File: src/rtl/dm_pkg.sv
`default_nettype none
// ============================================================================
// Package     : dm_pkg
// Description : Shared constants and types for the dual-port data-memory
//               arbiter: access-size encodings, FSM state type, port count.
// Revision    : 1.0 - initial release
// ============================================================================
package dm_pkg;

  // Number of requester ports handled by the arbiter
  localparam int NREQ = 2;

  // Access size encodings presented on size_i
  localparam logic [1:0] SZ_BYTE = 2'b00;
  localparam logic [1:0] SZ_HALF = 2'b01;
  localparam logic [1:0] SZ_WORD = 2'b10;
  localparam logic [1:0] SZ_ILL  = 2'b11;

  // Arbiter FSM states
  typedef enum logic [1:0] {
    ST_IDLE   = 2'd0,
    ST_ACCESS = 2'd1,
    ST_DONE   = 2'd2
  } dm_state_e;

endpackage
`default_nettype wire

File: src/rtl/dm_lane_fmt.sv
`default_nettype none
// ============================================================================
// Module      : dm_lane_fmt
// Description : Combinational byte-lane formatter: byte-enable generation,
//               alignment check and load-data extract/extend.
// Revision    : 1.0 - initial release
// ============================================================================
module dm_lane_fmt (
  input  logic [1:0]  i_off,      // byte offset within the word
  input  logic [1:0]  i_size,     // access size encoding
  input  logic        i_sext,     // sign-extend sub-word loads
  input  logic [31:0] i_dout,     // raw memory word
  output logic [3:0]  o_be,       // byte enables (zero when misaligned)
  output logic        o_misalign, // misaligned or illegal size
  output logic [31:0] o_ldata     // right-aligned, extended load data
);
  import dm_pkg::*;

  logic [7:0]  w_byte;
  logic [15:0] w_half;

  // Alignment check: halves need even offset, words need offset 0
  always_comb begin
    o_misalign = 1'b0;
    case (i_size)
      SZ_BYTE: o_misalign = 1'b0;
      SZ_HALF: o_misalign = i_off[0];
      SZ_WORD: o_misalign = (i_off != 2'b00);
      default: o_misalign = 1'b1;
    endcase
  end

  // Byte enables; a rejected access never enables any lane
  always_comb begin
    o_be = 4'b0000;
    if (!o_misalign) begin
      case (i_size)
        SZ_BYTE: o_be = 4'b0001 << i_off;
        SZ_HALF: o_be = i_off[1] ? 4'b1100 : 4'b0011;
        SZ_WORD: o_be = 4'b1111;
        default: o_be = 4'b0000;
      endcase
    end
  end

  // Lane select for sub-word loads
  always_comb begin
    w_byte = i_dout[7:0];
    case (i_off)
      2'd0:    w_byte = i_dout[7:0];
      2'd1:    w_byte = i_dout[15:8];
      2'd2:    w_byte = i_dout[23:16];
      default: w_byte = i_dout[31:24];
    endcase
    w_half = i_off[1] ? i_dout[31:16] : i_dout[15:0];
  end

  // Right-align and extend the selected lane
  always_comb begin
    o_ldata = 32'h0000_0000;
    if (!o_misalign) begin
      case (i_size)
        SZ_BYTE: o_ldata = {{24{i_sext & w_byte[7]}}, w_byte};
        SZ_HALF: o_ldata = {{16{i_sext & w_half[15]}}, w_half};
        SZ_WORD: o_ldata = i_dout;
        default: o_ldata = 32'h0000_0000;
      endcase
    end
  end

endmodule
`default_nettype wire

File: src/rtl/dm_arbiter.sv
`default_nettype none
// ============================================================================
// Module      : dm_arbiter
// Description : Round-robin arbiter granting two requesters access to a
//               single-port data memory; IDLE -> ACCESS -> DONE sequencing.
// Revision    : 1.0 - initial release
// ============================================================================
module dm_arbiter #(
  parameter int NREQ = dm_pkg::NREQ,
  parameter int AW   = 12
) (
  input  logic                      clk,
  input  logic                      rst,
  input  logic [NREQ-1:0]           req_i,
  input  logic [NREQ-1:0]           we_i,
  input  logic [NREQ-1:0][AW-1:0]   addr_i,
  input  logic [NREQ-1:0][1:0]      size_i,
  input  logic [NREQ-1:0]           sext_i,
  input  logic [NREQ-1:0][31:0]     wdata_i,
  output logic [NREQ-1:0]           ack_o,
  output logic [NREQ-1:0]           err_o,
  output logic [31:0]               rdata_o,
  output logic                      mem_we,
  output logic [AW-3:0]             mem_addr,
  output logic [3:0]                mem_be,
  output logic [31:0]               mem_din,
  input  logic [31:0]               mem_dout
);
  import dm_pkg::*;

  dm_state_e     r_state;
  logic          r_gnt;    // port owning the current access
  logic          r_last;   // port granted most recently
  logic          r_we;
  logic          r_sext;
  logic          r_err;
  logic [AW-1:0] r_addr;
  logic [1:0]    r_size;
  logic [31:0]   r_wdata;
  logic [31:0]   r_rdata;

  logic          w_sel;
  logic [1:0]    w_fmt_off;
  logic [1:0]    w_fmt_size;
  logic          w_fmt_sext;
  logic [3:0]    w_be;
  logic          w_mis;
  logic [31:0]   w_ldata;

  // Round-robin pick: on contention favour the port not granted last
  always_comb begin
    w_sel = 1'b0;
    if (req_i[0] && req_i[1]) begin
      w_sel = ~r_last;
    end else if (req_i[1]) begin
      w_sel = 1'b1;
    end
  end

  // The formatter checks the incoming request in IDLE and the latched one later
  always_comb begin
    if (r_state == ST_IDLE) begin
      w_fmt_off  = addr_i[w_sel][1:0];
      w_fmt_size = size_i[w_sel];
      w_fmt_sext = sext_i[w_sel];
    end else begin
      w_fmt_off  = r_addr[1:0];
      w_fmt_size = r_size;
      w_fmt_sext = r_sext;
    end
  end

  dm_lane_fmt u_lane_fmt (
    .i_off      (w_fmt_off),
    .i_size     (w_fmt_size),
    .i_sext     (w_fmt_sext),
    .i_dout     (mem_dout),
    .o_be       (w_be),
    .o_misalign (w_mis),
    .o_ldata    (w_ldata)
  );

  // Grant, latch the winner's fields, run the access, then report completion
  always_ff @(posedge clk or posedge rst) begin
    if (rst) begin
      r_state <= ST_IDLE;
      r_gnt   <= 1'b0;
      r_last  <= 1'b1;
      r_we    <= 1'b0;
      r_sext  <= 1'b0;
      r_err   <= 1'b0;
      r_addr  <= '0;
      r_size  <= 2'b00;
      r_wdata <= 32'h0000_0000;
      r_rdata <= 32'h0000_0000;
    end else begin
      case (r_state)
        ST_IDLE: begin
          if (|req_i) begin
            r_gnt   <= w_sel;
            r_last  <= w_sel;
            r_we    <= we_i[w_sel];
            r_addr  <= addr_i[w_sel];
            r_size  <= size_i[w_sel];
            r_sext  <= sext_i[w_sel];
            r_wdata <= wdata_i[w_sel];
            r_err   <= w_mis;
            r_rdata <= 32'h0000_0000;
            // A rejected access skips the memory cycle entirely
            r_state <= w_mis ? ST_DONE : ST_ACCESS;
          end
        end
        ST_ACCESS: begin
          r_rdata <= r_we ? 32'h0000_0000 : w_ldata;
          r_state <= ST_DONE;
        end
        ST_DONE: begin
          r_state <= ST_IDLE;
        end
        default: begin
          r_state <= ST_IDLE;
        end
      endcase
    end
  end

  // Memory strobes exist only in ACCESS so a reset drops them at once
  assign mem_we   = (r_state == ST_ACCESS) && r_we;
  assign mem_be   = (r_state == ST_ACCESS) ? w_be : 4'b0000;
  assign mem_addr = r_addr[AW-1:2];
  assign mem_din  = r_wdata;
  assign rdata_o  = r_rdata;

  for (genvar n = 0; n < NREQ; n++) begin : g_port
    assign ack_o[n] = (r_state == ST_DONE) && (r_gnt == 1'(n));
    assign err_o[n] = (r_state == ST_DONE) && (r_gnt == 1'(n)) && r_err;
  end

endmodule
`default_nettype wire
File: config.mk
export PLATFORM = sky130hd
export DESIGN_NAME = dm_arbiter
export DESIGN_NICKNAME = d
export VERILOG_FILES = /design/src/rtl/dm_pkg.sv /design/src/rtl/dm_lane_fmt.sv /design/src/rtl/dm_arbiter.sv
export SDC_FILE = /design/constraint.sdc
export NUM_CORES = 1
export LEC_CHECK = 0
export BUFFER_PORTS_ARGS = -buffer_cell sky130_fd_sc_hd__buf_2
export CAP_MARGIN = 20
export CORE_MARGIN = 2
export CORE_UTILIZATION = 48
export CTS_BUF_LIST = sky130_fd_sc_hd__clkbuf_8 sky130_fd_sc_hd__clkbuf_16
export DETAILED_ROUTE_END_ITERATION = 7
export GPL_TIMING_DRIVEN = 0
export PLACE_DENSITY = 0.79
export SYNTH_ARGS = -nofsm -noshare
export SYNTH_HDL_FRONTEND = slang
export SYNTH_HIERARCHICAL = 1
export SYNTH_SLANG_ARGS = --single-unit
File: constraint.sdc
create_clock -name clk -period 3.7 [get_ports clk]
set_input_delay 0.555 -clock clk [delete_from_list [all_inputs] [get_ports clk]]
set_output_delay 0.555 -clock clk [all_outputs]
set_load 0.01 [all_outputs]
==> results.cfg, run 1 <==
[run_status]
status = finished clean

[setup_path]
endpoint_kind = output pin
timing.rr.end = rdata_o[10]$_DFFE_PP0P_
r2r_setup_slack_ns = 0.79
crit_path_end = mem_be[3]
worstSetupPathType = reg -> out
crit_start = r_last$_DFFE_PP1P_
required_ns = 3.14
r2r.worst_path.cells = 11
crit_arrival_ns = 2.90
cp_max_fo = 10
r2r_start = r_last$_DFFE_PP1P_
start_kind = register

[layout]
utilization_pct = 64.7
fin_cells = 888
fin_area_sq_mm = 0.00635
diodes = 0
area_delta_synth_final_pct = 29.9
fin_nets = 882
fill_cells = 865
drive_gt1_share_pct = 42.8

[drt]
drcViolationCount = 0
dr.pass1.iters = 5
num_vias = 5055
drt_iter0_markers = 225
avgViaCountPerCell = 5.69
drt-total-wl_microns = 15500
detail-route-antenna-nets = 0
wire_per_inst_microns = 17.5

[placement]
dpl.hpwl_microns = 11900
post-place-cells = 873
gp_congestion = 0.881
placed_area_sq_mm = 0.00616
io_buffers = 214

[sta]
whs_ns = 0.210
fin_crit_ns = 3.45
fin_crit_sh_pct = 93.3
clock-skew-final_ns = 0.0133
tightestPinTransition_ns = 0.553
hold_viol = 0
rsz0062_at_grt = no
relSlewSlack_pct = 63.0
max_freq_ghz = 0.290
setup_viol = 0
finalMaxSlewViolations = 0

[yosys]
synth_area_leaders = dfrtp_1, nand2_1, a31oi_1
syn_nets = 657
synth_top_area_share_pct = 43.0
syn-cell-area_sq_mm = 0.00489
synth_warnings = 6
ys_seq_elements = 85
yosys.area.top_type = dfrtp_1
syn-instance-count = 525
synth.distinct_cells = 39
synth_seq_area_share_pct = 43.5
syn_area_per_cell_sq_um = 9.31

[clocking]
root_buffer = clkbuf_8
cts_tree = done
clock_sinks = 85
clk_latency_ns = 0.36
htreeDepth = 3
cts_hold_buf = 0
cts_setup_buffers = 0
numCtsBuffers = 9
cts_buffer_depth = 2
path_clk_slew_ns = 0.09

[die]
die_y_microns = 105
initial_core_util_pct = 49.8
ios = 215
dieWidth_microns = 105
core-area_sq_mm = 0.00982
rows = 36
dieArea_sq_mm = 0.0110

[worst_hold_path]
min_path_type = in -> async

[grt]
grt_util_all_layers_pct = 28.2
grt_max_degree = 51
antenna_found_initial = 0
grt-ovfl-total = 0
grt_first_pass_wirelength_microns = 24600
grt_pass1_vias = 4896

[run]
maxCapViolations = 0

[pwr]
power_density_mw_per_mm2 = 783
ir_drop_v = 0.000388
p_leak_uw = 0.00311
## cell families (layout without fill, tap and decap cells)
family / Yosys count / after routing / share of synthesized area [%]
compound gates: 191 / 191 / 26.3
simple gates: 153 / 153 / 13.5
flops: 85 / 85 / 43.5
buf+inv: 66 / 296 / 8.06
mux: 29 / 29 / 8.47
xor+xnor: 1 / 1 / 0.179
## state kept, by name, indices dropped and copies added (netlist names)
register	cells
mem_din	32
rdata_o	32
r_sext	1
r_gnt	1
r_we	1
r_state	2
r_last	1
r_err	1
r_addr	12
r_size	2
## worst min path at each step
stage | endpoint | slack (ns) | cells after the start
2_1_floorplan | r_state[1]$_DFFE_PP0P_ | 0.48 | 1
3_3_place_gp | rdata_o[3]$_DFFE_PP0P_ | 0.48 | 1
5_1_grt | rdata_o[18]$_DFFE_PP0P_ | 0.24 | 2
3_5_place_dp | rdata_o[14]$_DFFE_PP0P_ | 0.49 | 1
6_report | rdata_o[17]$_DFFE_PP0P_ | 0.21 | 2
4_1_cts | rdata_o[18]$_DFFE_PP0P_ | 0.22 | 2
## where the power goes
group          internal [uW]  switching [uW]
clock network            325             335
logic                   1230            1630
registers               1260             195
total                   2810            2160
## metrics by stage
stage          TNS [ns]  worst slack [ns]  total power (uW)
4_1_cts               0            0.0471              4970
3_5_place_dp          0             0.152              4300
2_1_floorplan         0             0.841              3440
5_1_grt               0            0.0960              5310
6_report              0             0.247              4970
3_3_place_gp      -4.49           -0.0585              4210
## cell usage in the layout (no fill, tap or decap), types with 14 or more instances in the layout
cell type  Yosys  final
buf_2         23    237
nand2_1      120    120
dfrtp_1       84     84
a21oi_1       59     59
a31oi_1       59     59
a22o_1        32     32
mux2_2        19     19
clkbuf_1      18     16
a22oi_1       16     16
buf_4         14     14
## repair_timing
item | CTS | global route
gates resized for setup | 0 | 3
endpoints found under the setup margin | 1 | 3
hold endpoints to repair | 0 | 0
## final cells by class
type | instances | area [sq um] | area share (%)
multi-input combinational | 374 | 2370 | 37.3
sequential | 85 | 2130 | 33.5
clock buffer | 10 | 138 | 2.17
clock inverter | 6 | 56.3 | 0.886
buffer | 63 | 384 | 6.05
tap | 133 | 166 | 2.62
inverter | 2 | 10.0 | 0.158
timing repair buffer | 215 | 1100 | 17.3
## worst max-delay path: stages (launching register included)
cell and delay [ns]:
dfstp_2 0.56, a21bo_2 0.15, buf_2 0.24, nand2_1 0.12, a31oi_1 0.25, buf_6 0.16
buf_4 0.21, buf_2 0.27, nor2_1 0.08, a32o_1 0.22, and2_1 0.13, buf_2 0.14
## metal layers
metal  vias to the layer above  global-route usage [%]  routed length (microns)
li1                       2346                       -                        -
met4                         0                    12.9                      581
met1                      2393                    33.6                     5880
met3                        44                    7.30                     1400
met2                       272                    47.9                     7660
met5                         -                       0                        0
## Yosys cell counts, drive strengths merged
library cell / number
or4: 1
nor2: 12
nand3: 2
or2: 1
a32o: 1
a22o: 32
buf: 45
dfrtp: 84
o21ai: 9
clkbuf: 19
a31oi: 69
a21boi: 1
mux2i: 2
and3b: 1
o221ai: 1
xor2: 1
nor3b: 2
mux2: 19
a21oi: 59
dfstp: 1
mux4: 8
a211oi: 1
o21bai: 1
inv: 2
a21bo: 1
a22oi: 16
nand2: 120
nor3: 1
nor2b: 5
and2: 8
No activity file was read; power rests on OpenSTA's default activity.
==> run 2, diff against run 1 <==
Settings changed: CORE_UTILIZATION 48 to 52, PLACE_DENSITY 0.79 to 0.85.
Clock period 3.7 ns to 4 ns, I/O delays scaled along.
==> results.cfg, run 2 (synthesis gave the netlist of run 1 again) <==
[clocking]
cts_tree = done
htreeDepth = 3
cts_buffer_depth = 2
numCtsBuffers = 9
cts_hold_buf = 0
path_clk_slew_ns = 0.09
cts-resized-gates = 0
cts_setup_buffers = 0
root_buffer = clkbuf_8
clk_latency_ns = 0.37
clock_sinks = 85

[grt]
grt_first_pass_wirelength_microns = 23700
grt_max_degree = 54
antenna_found_initial = 0
grt_pass1_vias = 4894
grt-ovfl-total = 0
grt_util_all_layers_pct = 29.9

[layout]
fin_area_sq_mm = 0.00635
final_cell_mix = buf_2, nand2_1, dfrtp_1
drive_gt1_share_pct = 42.6
area_delta_synth_final_pct = 29.9
utilization_pct = 69.1
fin_nets = 883
diodes = 0
final_common_cell = buf_2

[drt]
drcViolationCount = 0
detail-route-antenna-nets = 0
drt_iter0_markers = 233
drt-total-wl_microns = 15400
wire_per_inst_microns = 17.8
dr.pass1.iters = 5
avgViaCountPerCell = 5.83
num_vias = 5056

[setup_path]
worstSetupPathType = reg -> out
critPathMaxStageDelay_ns = 0.45
cp_slowest_cell = dfrtp_1
start_kind = register
endpoint_kind = output pin
path_cells = nor2_2 -> buf_4 -> clkbuf_1 -> nor2_1 -> a31oi_1 -> buf_6 -> buf_4 -> buf_2 -> nor2_1 -> a32o_1 -> and2_1 -> buf_2
crit_arrival_ns = 3.10
required_ns = 3.40
cp_max_fo = 10

[die]
die_y_microns = 101
ios = 215
initial_core_util_pct = 53.2
dieWidth_microns = 101
core-area_sq_mm = 0.00920
rows = 35
dieArea_sq_mm = 0.0102

[placement]
dpl.hpwl_microns = 11700
io_buffers = 214
gp_congestion = 0.905
placed_area_sq_mm = 0.00613

[worst_hold_path]
min_path_type = in -> async

[sta]
clock-skew-final_ns = 0.0150
hold_viol = 0
fin_crit_sh_pct = 92.6
rsz0062_at_grt = no
relSlewSlack_pct = 64.1
fin_crit_ns = 3.70
finalMaxSlewViolations = 0
max_freq_ghz = 0.270
setup_viol = 0
tightestPinTransition_ns = 0.536
setup_tns_ns = 0

[pwr]
p_leak_uw = 0.00312
ir_drop_v = 0.000359
power_density_mw_per_mm2 = 738
design_power_total_uw = 4690

[run_status]
status = finished clean

[run]
maxCapViolations = 0
run 2: cell count changes in the layout (fill, tap and decap cells not counted):
cell and delta:
bufinv_16 +1, clkbuf_1 +2, a21boi_2 -1, clkinv_2 -1
inv_6 +1, inv_1 -1, clkbuf_2 -1, a21boi_1 +1
run 2: report_power, final:
group	switching [uW]	internal (uW)	leakage [uW]
clock network	331	369	0.000118
logic	1510	1140	0.00195
registers	177	1160	0.00105
run 2: per-stage QoR:
step	hold slack (ns)	std cells	setup slack, ns
after floorplan	0.482	525	1.05
after global placement	0.483	850	0.248
after detailed placement	0.490	851	0.446
after CTS	0.258	867	0.317
after global routing	0.268	867	0.165
final	0.243	867	0.296
run 2: final cells by class:
class,instances,area [sq um]
buffer,64,387
clock buffer,10,138
clock inverter,6,86.3
fill,720,2840
inverter,2,10.0
multi-input combinational,374,2370
sequential,85,2130
tap,111,139
timing repair buffer,215,1100
run 2: critical path: cells and delay by family, from the launching register on:
kind,cells,cell delay (ns)
buffers and inverters,6,1.34
and+or+nand+nor,4,0.53
DFF,1,0.45
AOI/OAI and AO/OA,2,0.41
run 2: routing by layer:
layer	GRT usage (%)	vias up	share of wire, %
li1	-	2353	-
met1	35.1	2357	38
met2	52.2	300	50
met3	6.38	46	9.5
met4	13.9	0	3.1
met5	0	-	0
run 2: final timing paths:
path,start,end,slack (ns),cells past startpoint
worst max-delay path,r_state[0]$_DFFE_PP0P_,mem_be[3],0.30,12
worst min-delay path,rst,rdata_o[16]$_DFFE_PP0P_,0.24,2
worst max register to register,r_state[0]$_DFFE_PP0P_,rdata_o[10]$_DFFE_PP0P_,0.81,12
worst min register to register,rdata_o[4]$_DFFE_PP0P_,rdata_o[4]$_DFFE_PP0P_,0.51,1
max in group asynchronous,rst,r_last$_DFFE_PP1P_,3.09,3
min in group clk,wdata_i[43],mem_din[11]$_DFFE_PP0P_,0.47,3
